$ cat src/rtl/button_events_pkg.sv
// Shared types and constants for the push-button event path.
// Optional long-press logic is enabled by defining BTN_LONGPRESS_EN.
package button_events_pkg;

  typedef enum logic [1:0] {
    ST_IDLE       = 2'd0,
    ST_PRESS_DB   = 2'd1,
    ST_HELD       = 2'd2,
    ST_RELEASE_DB = 2'd3
  } btn_state_e;

  // 10 ms debounce and 1 s hold at the 12 MHz board clock
  localparam int DEB_12MHZ_10MS = 120000;
  localparam int LONG_12MHZ_1S  = 12000000;

  typedef struct packed {
    logic       level;
    logic       press;
    logic       rel;
    logic       long_press;
    logic [7:0] cnt;
  } btn_evt_t;

endpackage

$ cat src/rtl/button_events_ch.sv
// One button channel: 2-flop synchronizer, debounce FSM, event pulses, press counter.
// BTN_LONGPRESS_EN adds the hold timer and long_press pulse.
module btn_debounce_ch
  import button_events_pkg::*;
#(
  parameter int DEB_CYCLES  = DEB_12MHZ_10MS,
  parameter int LONG_CYCLES = LONG_12MHZ_1S,
  parameter bit ACTIVE_LOW  = 1'b0
) (
  input  logic     clk,
  input  logic     rst,
  input  logic     pin,
  output btn_evt_t evt
);

  localparam int DW = $clog2(DEB_CYCLES + 1);
  localparam logic [DW-1:0] DEB_LAST = DW'(DEB_CYCLES - 1);
  localparam logic [DW-1:0] DEB_MAX  = DW'(DEB_CYCLES);

  logic [1:0]    sync_q;
  logic          s;
  btn_state_e    st, st_nxt;
  logic [DW-1:0] deb_cnt, deb_nxt, deb_inc;
  logic          lvl_q, press_q, rel_q, long_q;
  logic          lvl_nxt, press_nxt, rel_nxt;
  logic [7:0]    cnt_q;

  // polarity fix is applied after the synchronizer so the flops see the raw pin
  assign s       = sync_q[1] ^ ACTIVE_LOW;
  assign deb_inc = (deb_cnt == DEB_MAX) ? deb_cnt : deb_cnt + 1'b1;

  always_comb begin
    st_nxt    = st;
    deb_nxt   = deb_cnt;
    lvl_nxt   = lvl_q;
    press_nxt = 1'b0;
    rel_nxt   = 1'b0;
    case (st)
      ST_IDLE: if (s) begin
        st_nxt  = ST_PRESS_DB;
        deb_nxt = '0;
      end
      ST_PRESS_DB: begin
        if (!s) st_nxt = ST_IDLE;
        else if (deb_inc == DEB_LAST) begin
          st_nxt    = ST_HELD;
          lvl_nxt   = 1'b1;
          press_nxt = 1'b1;
        end else deb_nxt = deb_inc;
      end
      ST_HELD: if (!s) begin
        st_nxt  = ST_RELEASE_DB;
        deb_nxt = '0;
      end
      ST_RELEASE_DB: begin
        if (s) st_nxt = ST_HELD;
        else if (deb_inc == DEB_LAST) begin
          st_nxt  = ST_IDLE;
          lvl_nxt = 1'b0;
          rel_nxt = 1'b1;
        end else deb_nxt = deb_inc;
      end
      default: st_nxt = ST_IDLE;
    endcase
  end

  always_ff @(posedge clk) begin
    if (rst) begin
      sync_q  <= '0;
      st      <= ST_IDLE;
      deb_cnt <= '0;
      lvl_q   <= 1'b0;
      press_q <= 1'b0;
      rel_q   <= 1'b0;
      cnt_q   <= '0;
    end else begin
      sync_q  <= {sync_q[0], pin};
      st      <= st_nxt;
      deb_cnt <= deb_nxt;
      lvl_q   <= lvl_nxt;
      press_q <= press_nxt;
      rel_q   <= rel_nxt;
      if (press_nxt) cnt_q <= cnt_q + 1'b1;
    end
  end

`ifdef BTN_LONGPRESS_EN
  localparam int HW = $clog2(LONG_CYCLES + 1);
  localparam logic [HW-1:0] LONG_LAST = HW'(LONG_CYCLES - 1);
  localparam logic [HW-1:0] LONG_MAX  = HW'(LONG_CYCLES);

  logic [HW-1:0] hold_cnt;

  // saturating at LONG_CYCLES makes the pulse one-shot until the next accepted press
  always_ff @(posedge clk) begin
    if (rst) begin
      hold_cnt <= '0;
      long_q   <= 1'b0;
    end else begin
      long_q <= 1'b0;
      if (st == ST_PRESS_DB && st_nxt == ST_HELD) hold_cnt <= '0;
      else if (st == ST_HELD || st == ST_RELEASE_DB) begin
        if (hold_cnt != LONG_MAX) hold_cnt <= hold_cnt + 1'b1;
        long_q <= (hold_cnt == LONG_LAST);
      end
    end
  end
`else
  // LONG_CYCLES has no effect in this build
  assign long_q = 1'b0 & (LONG_CYCLES > 0);
`endif

  assign evt = '{level: lvl_q, press: press_q, rel: rel_q, long_press: long_q, cnt: cnt_q};

endmodule

$ cat src/rtl/button_events.sv
// Raw push-button pins to clean per-channel events; one debounce channel per button.
// `release` is a reserved word, so release pulses come out on `rel`. Long-press via BTN_LONGPRESS_EN.
module button_events
  import button_events_pkg::*;
#(
  parameter int NBTN        = 2,
  parameter int DEB_CYCLES  = DEB_12MHZ_10MS,
  parameter int LONG_CYCLES = LONG_12MHZ_1S,
  parameter bit ACTIVE_LOW  = 1'b0
) (
  input  logic                clk,
  input  logic                rst,
  input  logic [NBTN-1:0]     btn_in,
  output logic [NBTN-1:0]     btn_level,
  output logic [NBTN-1:0]     press,
  output logic [NBTN-1:0]     rel,
  output logic [NBTN-1:0]     long_press,
  output logic [8*NBTN-1:0]   press_cnt
);

  for (genvar i = 0; i < NBTN; i++) begin : g_ch
    btn_evt_t evt;

    btn_debounce_ch #(
      .DEB_CYCLES (DEB_CYCLES),
      .LONG_CYCLES(LONG_CYCLES),
      .ACTIVE_LOW (ACTIVE_LOW)
    ) u_ch (
      .clk(clk),
      .rst(rst),
      .pin(btn_in[i]),
      .evt(evt)
    );

    assign btn_level[i]        = evt.level;
    assign press[i]            = evt.press;
    assign rel[i]              = evt.rel;
    assign long_press[i]       = evt.long_press;
    assign press_cnt[8*i +: 8] = evt.cnt;
  end

endmodule

$ cat config.mk
export PLATFORM = sky130hd
export DESIGN_NAME = button_events
export DESIGN_NICKNAME = d
export VERILOG_FILES = /design/src/rtl/button_events_pkg.sv /design/src/rtl/button_events_ch.sv /design/src/rtl/button_events.sv
export SDC_FILE = /design/constraint.sdc
export NUM_CORES = 1
export LEC_CHECK = 0
export ABC_CLOCK_PERIOD_IN_PS = 3400
export CAP_MARGIN = 20
export CORE_AREA = 2 2 85 87
export CTS_CLUSTER_DIAMETER = 80
export DETAILED_ROUTE_END_ITERATION = 10
export DIE_AREA = 0 0 87 89
export PLACE_DENSITY = 0.81
export SKIP_CTS_REPAIR_TIMING = 1
export SYNTH_ARGS = -nofsm -noshare
export SYNTH_HDL_FRONTEND = slang
export SYNTH_SLANG_ARGS = --single-unit
export TNS_END_PERCENT = 1
$ cat constraint.sdc
create_clock -name clk -period 3.4 [get_ports clk]
set_input_delay 0.68 -clock clk [delete_from_list [all_inputs] [get_ports clk]]
set_output_delay 0.68 -clock clk [all_outputs]
set_load 0.05 [all_outputs]
==> impl_metrics.py, run 1 <==
metrics = {
    "synthesis": {
        "synthSimpleGateAreaFrac_pct": 33.7,
        "avgSynthCellArea_um2": 8.23,
        "yosys_warnings": 0,
        "synth_xor_area_share_pct": 2.94,
        "ys_types": 78,
        "synthDominantCellAreaShare_pct": 33.1,
        "synth-edff-count": 0,
        "synthCells": 471,
        "ys_top_cells_by_count": "dfxtp_1 (64), nand2_1 (54), a21oi_1 (34), nor2_1 (34), nand3_1 (26)",
        "synth_top_family_by_area": "simple AND/OR/NAND/NOR gates",
        "synth_top_cell_by_area": "dfxtp_1",
        "synth_area_um2": 3870,
        "synth.area.mux_share_pct": 4.75,
        "synth_compound_area_share_pct": 17.0,
        "synthArstFlopShare_pct": 0,
        "synth_fa_ha_area_share_pct": 1.94,
        "synth_flop_cell": "dfxtp_1",
        "synth_most_common_cell": "dfxtp_1",
        "ys_seq_elements": 64,
        "ys_seq_area_share_pct": 33.1,
        "ys_top_cells_by_area": "dfxtp_1 (33%), nand2_1 (5.2%), a21oi_1 (4.4%)",
    },
    "timing": {
        "worst_slack_ns": 0.295,
        "slew_viol_final": 0,
        "finClkSkew_ns": 0.0106,
        "slew_headroom_pct": 51.0,
        "hold_violations": 0,
        "worst_hold_slack_ns": 0.452,
        "period_share_pct": 91.3,
        "fin_setup_tns_ns": 0,
        "fmax_mhz": 322,
        "worstMarginPinSlew_ns": 0.730,
        "grt_setup_unrepaired": "no",
        "period_needed_ns": 3.10,
        "finalSetupViolCount": 0,
    },
    "worst_setup_path": {
        "critPathRequiredTime_ns": 3.62,
        "r2r-end": "g_ch[1].u_ch.deb_cnt[14]$_SDFFE_PP0P_",
        "critPathMaxFanout": 13,
        "worstPathArrival_ns": 3.33,
        "reg2reg_from": "g_ch[1].u_ch.deb_cnt[0]$_SDFFE_PP0P_",
        "startpoint": "g_ch[1].u_ch.deb_cnt[0]$_SDFFE_PP0P_",
        "crit_type": "flip-flop to flip-flop",
        "crit_path_end": "g_ch[1].u_ch.deb_cnt[14]$_SDFFE_PP0P_",
        "reg2reg_depth": 8,
        "cp-start-kind": "flip-flop",
        "end_kind": "flip-flop",
        "ff2ff_setup_slack_ns": 0.30,
    },
    "final_layout": {
        "finalNonFillerCells": 563,
        "multiInputGateArea_um2": 2350,
        "fill_cells": 575,
        "antennaDiodeCount": 0,
        "area_delta_synth_final_pct": 12.1,
        "nNetsFinal": 488,
        "drive_gt1_share_pct": 9.73,
        "ff_latch_area_um2": 1280,
    },
    "global_routing": {
        "grt_overflow": 0,
        "use_met1_pct": 30.6,
        "grt_pass1_vias": 3296,
        "grt_max_degree": 31,
        "busiest_layer": "met2",
        "grtUsageMet2_pct": 39.8,
        "grtUsageTotal_pct": 24.3,
        "gr-usage-met3_pct": 5.26,
        "grt_pass1_wl_um": 15100,
        "antenna_found_initial": 0,
    },
    "floorplan": {
        "rows": 30,
        "start_util_pct": 57.7,
        "io_pins": 28,
        "dieArea_um2": 7740,
        "die_h_um": 89,
        "core_um2": 6720,
        "die_w_um": 87,
    },
    "route": {
        "viasPerCell": 6.27,
        "drt_iter0_drc": 237,
        "drc": 0,
        "finalWirelength_um": 8840,
        "antenna_left": 0,
        "wl_per_cell_um": 15.7,
        "dr.pass1.iters": 4,
        "vias": 3532,
    },
    "status": {
        "status": "finished clean",
    },
    "cts": {
        "cts_tree": "built",
        "root_buffer": "clkbuf_8",
        "cts.sinks": 64,
        "clk_latency_ns": 0.35,
        "htree_levels": 3,
        "numCtsBuffers": 9,
        "clk_pin_slew_worst_paths_ns": 0.08,
        "clockBufferDepth": 2,
    },
    "power": {
        "p_per_area_nw_per_um2": 383,
        "peakVddDrop_mv": 0.354,
        "leakagePower_nw": 1.50,
    },
    "placed_design": {
        "dp_hpwl_um": 6160,
        "placed_cells": 547,
        "portBuffers": 25,
        "post-place-ws_ns": 0.284,
        "place_congestion": 0.912,
    },
    "flow_run": {
        "max_cap_violations": 0,
    },
    "worst_hold_path": {
        "hold_class": "flip-flop to flip-flop",
    },
}
## logic make-up (layout without fill, tap and decap cells)
| logic type | Yosys count | count (layout) |
|---|---|---|
| and+or+nand+nor | 226 | 226 |
| AOI/OAI and AO/OA | 93 | 93 |
| DFF | 64 | 64 |
| buffers and inverters | 51 | 62 |
| muxes | 17 | 17 |
| xor gates and xnor gates | 13 | 13 |
| adders and majority gates | 6 | 6 |
| other | 1 | 2 |
## registers in the layout, indices dropped and copies added, names as in the netlist, named ones only
name	count
g_ch.u_ch.sync_q	4
g_ch.u_ch.deb_cnt	34
g_ch.u_ch.press_q	2
g_ch.u_ch.rel_q	2
g_ch.u_ch.st	2
g_ch.u_ch.cnt_q	16
g_ch.u_ch.lvl_q	2
## metal layers
layer / share of wire (%) / wire length, µm / up-vias
li1: - / - / 1735
met4: 2.2 / 191 / 0
met2: 47 / 4190 / 77
met1: 46 / 4090 / 1701
met5: 0 / 0 / -
met3: 4.1 / 364 / 19
## power by group
group,switching (W),internal [W]
clock network,0.000323,0.000511
registers,0.00000698,0.000755
logic,0.0000493,0.0000204
total,0.000379,0.00129
## cell type report
cell class | count | share of cell area [%]
sequential | 64 | 29.5
tap | 80 | 2.30
clock buffer | 10 | 3.17
inverter | 13 | 1.12
multi-input combinational | 357 | 54.2
timing repair buffer | 33 | 7.03
clock inverter | 6 | 2.68
## worst min path at each step
stage | endpoint | cells past startpoint | start | slack (ns)
floorplan | g_ch[0].u_ch.sync_q[1]$_SDFF_PP0_ | 1 | g_ch[0].u_ch.sync_q[0]$_SDFF_PP0_ | 0.41
global route | g_ch[0].u_ch.sync_q[1]$_SDFF_PP0_ | 1 | g_ch[0].u_ch.sync_q[0]$_SDFF_PP0_ | 0.47
finish | g_ch[1].u_ch.sync_q[1]$_SDFF_PP0_ | 1 | g_ch[1].u_ch.sync_q[0]$_SDFF_PP0_ | 0.45
CTS | g_ch[1].u_ch.sync_q[1]$_SDFF_PP0_ | 1 | g_ch[1].u_ch.sync_q[0]$_SDFF_PP0_ | 0.46
detailed placement | g_ch[1].u_ch.sync_q[1]$_SDFF_PP0_ | 1 | g_ch[1].u_ch.sync_q[0]$_SDFF_PP0_ | 0.44
global placement | g_ch[0].u_ch.sync_q[1]$_SDFF_PP0_ | 1 | g_ch[0].u_ch.sync_q[0]$_SDFF_PP0_ | 0.42
## critical path: stages (launching register included)
cell	delay, ns
dfxtp_1	0.46
ha_1	0.27
and3_2	0.27
nand2_2	0.07
or4_4	0.55
a2111oi_4	0.49
nand4b_4	0.25
nand2_1	0.26
mux2_1	0.37
## cell usage in the layout, fill, tap and decap left out, types with 7 or more instances in the layout
cell	instances
inv_1	12
xnor2_1	10
mux2_1	8
clkdlybuf4s50_1	24
nor2b_1	21
nand4_1	15
buf_4	8
and3_1	7
nor3_1	11
o32ai_1	10
o31ai_1	8
nand3_1	26
dfxtp_1	64
nand2_1	54
clkbuf_8	10
nor2_1	34
a21oi_1	34
## through the flow
| step | util [%] | total power (W) | area [µm²] |
|---|---|---|---|
| 6_report | 64.6 | 0.00167 | 4340 |
| 5_1_grt | 64.6 | 0.00170 | 4340 |
| 4_1_cts | 64.5 | 0.00167 | 4330 |
| 3_5_place_dp | 60.7 | 0.000848 | 4080 |
| 3_3_place_gp | 60.7 | 0.000846 | 4080 |
| 2_1_floorplan | - | 0.000832 | 3880 |
No activity file was read; power rests on OpenSTA's default activity.
==> inputs of run 2 (changes only) <==
Settings changed: PLACE_DENSITY 0.81 to 0.82, SYNTH_HIERARCHICAL set to 1.
==> run 2 against run 1 <==
Maximum frequency fell by 2.6%; clock power fell by 29%; sequential share of layout area fell by 0.73 points; total power fell by 15%; final cell count rose by 7.5%; die area did not move; critical path type unchanged; sequential power barely moved; combinational power fell by 9.6%; via count rose by 9.6%; hold slack got worse by 0.011 ns.
==> impl_metrics.py, run 2 <==
metrics = {
    "status": {
        "status": "finished clean",
    },
    "floorplan": {
        "die_h_um": 89,
        "start_util_pct": 58.9,
        "dieArea_um2": 7740,
        "io_pins": 28,
        "die_w_um": 87,
        "rows": 30,
        "core_um2": 6720,
    },
    "synthesis": {
        "synth_top_cell_by_area": "dfxtp_1",
        "ys_top_cells_by_count": "dfxtp_1 (64), nor2_1 (49), a21oi_1 (33), nand3_1 (32), nand2_1 (31)",
        "ys_seq_area_share_pct": 32.4,
        "syn_nets": 512,
        "synth_most_common_cell": "dfxtp_1",
        "ys_types": 73,
        "synthDominantCellAreaShare_pct": 32.4,
        "ys_seq_elements": 64,
        "synth_flop_cell": "dfxtp_1",
        "synthCells": 502,
        "synthArstFlopShare_pct": 0,
        "avgSynthCellArea_um2": 7.88,
        "synth_area_um2": 3960,
        "ys_top_cells_by_area": "dfxtp_1 (32%), nor2_1 (4.7%), a21oi_1 (4.2%)",
        "synth-edff-count": 0,
        "yosys_warnings": 6,
    },
    "worst_hold_path": {
        "worstHoldPathCells": 1,
        "hold_class": "flip-flop to flip-flop",
        "min-delay-start": "g_ch[1].u_ch/sync_q[0]$_SDFF_PP0_",
        "holdPathEnd": "g_ch[1].u_ch/sync_q[1]$_SDFF_PP0_",
    },
    "power": {
        "peakVddDrop_mv": 0.333,
        "p_per_area_nw_per_um2": 317,
        "leakagePower_nw": 1.45,
    },
    "final_layout": {
        "fill_cells": 582,
        "largest_reg_flops": 34,
        "multiInputGateArea_um2": 2410,
        "ff_latch_area_um2": 1280,
        "final_common_cell": "dfxtp_1",
        "nNetsFinal": 530,
        "drive_gt1_share_pct": 12.6,
        "antennaDiodeCount": 0,
        "top_register": "g_ch.u_ch/deb_cnt",
        "top_regs": "g_ch.u_ch/deb_cnt: 34 flops, g_ch.u_ch/cnt_q: 16 flops, g_ch.u_ch/sync_q: 4 flops",
        "area_delta_synth_final_pct": 12.7,
        "mostFrequentLayoutCells": "dfxtp_1 (63), nor2_1 (49), a21oi_1 (33)",
    },
    "global_routing": {
        "antenna_found_initial": 0,
        "grt_overflow": 0,
        "grt_max_degree": 50,
        "grt_pass1_wl_um": 15700,
        "grt_pass1_vias": 3412,
        "grtUsageTotal_pct": 25.1,
    },
    "timing": {
        "worst_slack_ns": 0.212,
        "grt_setup_unrepaired": "no",
        "fin_setup_tns_ns": 0,
        "period_share_pct": 93.8,
        "fmax_mhz": 314,
        "hold_violations": 0,
        "finClkSkew_ns": 0.00962,
        "slew_headroom_pct": 53.4,
        "finalSetupViolCount": 0,
        "period_needed_ns": 3.19,
        "slew_viol_final": 0,
        "worstMarginPinSlew_ns": 0.696,
    },
    "worst_setup_path": {
        "cpPeakStageDelay_ns": 0.61,
        "worstPathArrival_ns": 3.41,
        "reg2reg_depth": 9,
        "cp-start-kind": "flip-flop",
        "critPathMaxFanout": 8,
        "reg2reg_from": "g_ch[0].u_ch/deb_cnt[0]$_SDFFE_PP0P_",
        "critPathRequiredTime_ns": 3.62,
        "crit_top_cell": "nand3_2",
        "crit_type": "flip-flop to flip-flop",
        "end_kind": "flip-flop",
        "r2r-end": "g_ch[0].u_ch/cnt_q[5]$_SDFFE_PP0P_",
        "ff2ff_setup_slack_ns": 0.21,
        "critPathSlowestCell": "or4_4",
        "worstPathCellList": "ha_2 > nand3_2 > or4_4 > nor3b_2 > a211oi_1 > nor4b_4 > nand3_2 > nor3_1 > mux2_2",
    },
    "placed_design": {
        "dp_hpwl_um": 6420,
        "place_congestion": 0.907,
        "post-place-ws_ns": 0.136,
        "portBuffers": 25,
    },
    "flow_run": {
        "max_cap_violations": 0,
    },
    "route": {
        "finalWirelength_um": 9350,
        "wl_per_cell_um": 15.5,
        "drt_iter0_drc": 263,
        "antenna_left": 0,
        "dr.pass1.iters": 7,
        "viasPerCell": 6.40,
        "drc": 0,
        "vias": 3871,
    },
    "cts": {
        "clk_pin_slew_worst_paths_ns": 0.08,
        "cts.sinks": 64,
        "htree_levels": 3,
        "numCtsBuffers": 9,
        "root_buffer": "clkbuf_8",
        "clockBufferDepth": 2,
        "clk_latency_ns": 0.34,
        "cts_tree": "built",
    },
}
==> run 2: cells by family after synthesis <==
family	count (synthesis)	share of synthesized area (%)
xor gates and xnor gates	8	1.77
muxes	9	2.37
buffers and inverters	62	6.90
adders and majority gates	6	1.90
AOI/OAI and AO/OA	118	20.1
and+or+nand+nor	233	34.4
DFF	64	32.4
other	2	0.190
==> run 2: report_power, final <==
group | internal (W) | switching [W] | leakage [nW]
combinational | 0.0000188 | 0.0000441 | 0.847
clock | 0.000282 | 0.000310 | 0.0813
sequential | 0.000754 | 0.00000423 | 0.517
total | 0.00106 | 0.000358 | 1.45
==> run 2: worst max-delay path, delay by kind of cell (launching register included) <==
kind	cells	cell delay, ns
DFF	1	0.43
and+or+nand+nor	6	1.89
adders and majority gates	1	0.27
muxes	1	0.35
AOI/OAI and AO/OA	1	0.13
==> run 2: per-layer routing <==
layer | wire length (µm) | track usage, % | up-vias
met5 | 0 | 0 | -
met4 | 108 | 8.24 | 0
met3 | 568 | 5.82 | 13
met2 | 4400 | 40.6 | 137
met1 | 4280 | 33.1 | 1817
li1 | - | - | 1904
==> run 2: layout make-up <==
| type | instances | area share [%] |
|---|---|---|
| Tap cell | 80 | 2.25 |
| Inverter | 23 | 1.94 |
| Sequential cell | 64 | 28.8 |
| Clock inverter | 5 | 0.730 |
| Clock buffer | 11 | 3.17 |
| Timing Repair Buffer | 46 | 9.04 |
| Multi-Input combinational cell | 376 | 54.1 |
==> run 2: worst max path at each step <==
| stage | startpoint | endpoint | slack (ns) |
|---|---|---|---|
| floorplan | g_ch[0].u_ch/deb_cnt[1]$_SDFFE_PP0P_ | g_ch[0].u_ch/cnt_q[5]$_SDFFE_PP0P_ | 0.47 |
| global placement | g_ch[0].u_ch/deb_cnt[1]$_SDFFE_PP0P_ | g_ch[0].u_ch/deb_cnt[5]$_SDFFE_PP0P_ | 0.21 |
| detailed placement | g_ch[0].u_ch/deb_cnt[1]$_SDFFE_PP0P_ | g_ch[0].u_ch/deb_cnt[5]$_SDFFE_PP0P_ | 0.14 |
| CTS | g_ch[0].u_ch/deb_cnt[1]$_SDFFE_PP0P_ | g_ch[0].u_ch/deb_cnt[5]$_SDFFE_PP0P_ | 0.14 |
| global route | g_ch[0].u_ch/deb_cnt[0]$_SDFFE_PP0P_ | g_ch[0].u_ch/cnt_q[5]$_SDFFE_PP0P_ | 0.006 |
| finish | g_ch[0].u_ch/deb_cnt[0]$_SDFFE_PP0P_ | g_ch[0].u_ch/cnt_q[5]$_SDFFE_PP0P_ | 0.21 |
==> run 2: stage by stage <==
stage                     std cells  power (W)  util, %  area [µm²]  hold slack (ns)
after detailed placement        587   0.000838     63.4        4260            0.426
after global placement          587   0.000837     63.4        4260            0.419
final                           605    0.00141     66.3        4460            0.440
after CTS                       603    0.00142     65.9        4430            0.442
after global routing            605    0.00148     66.3        4460            0.461
after floorplan                 502   0.000823        -        3960            0.414
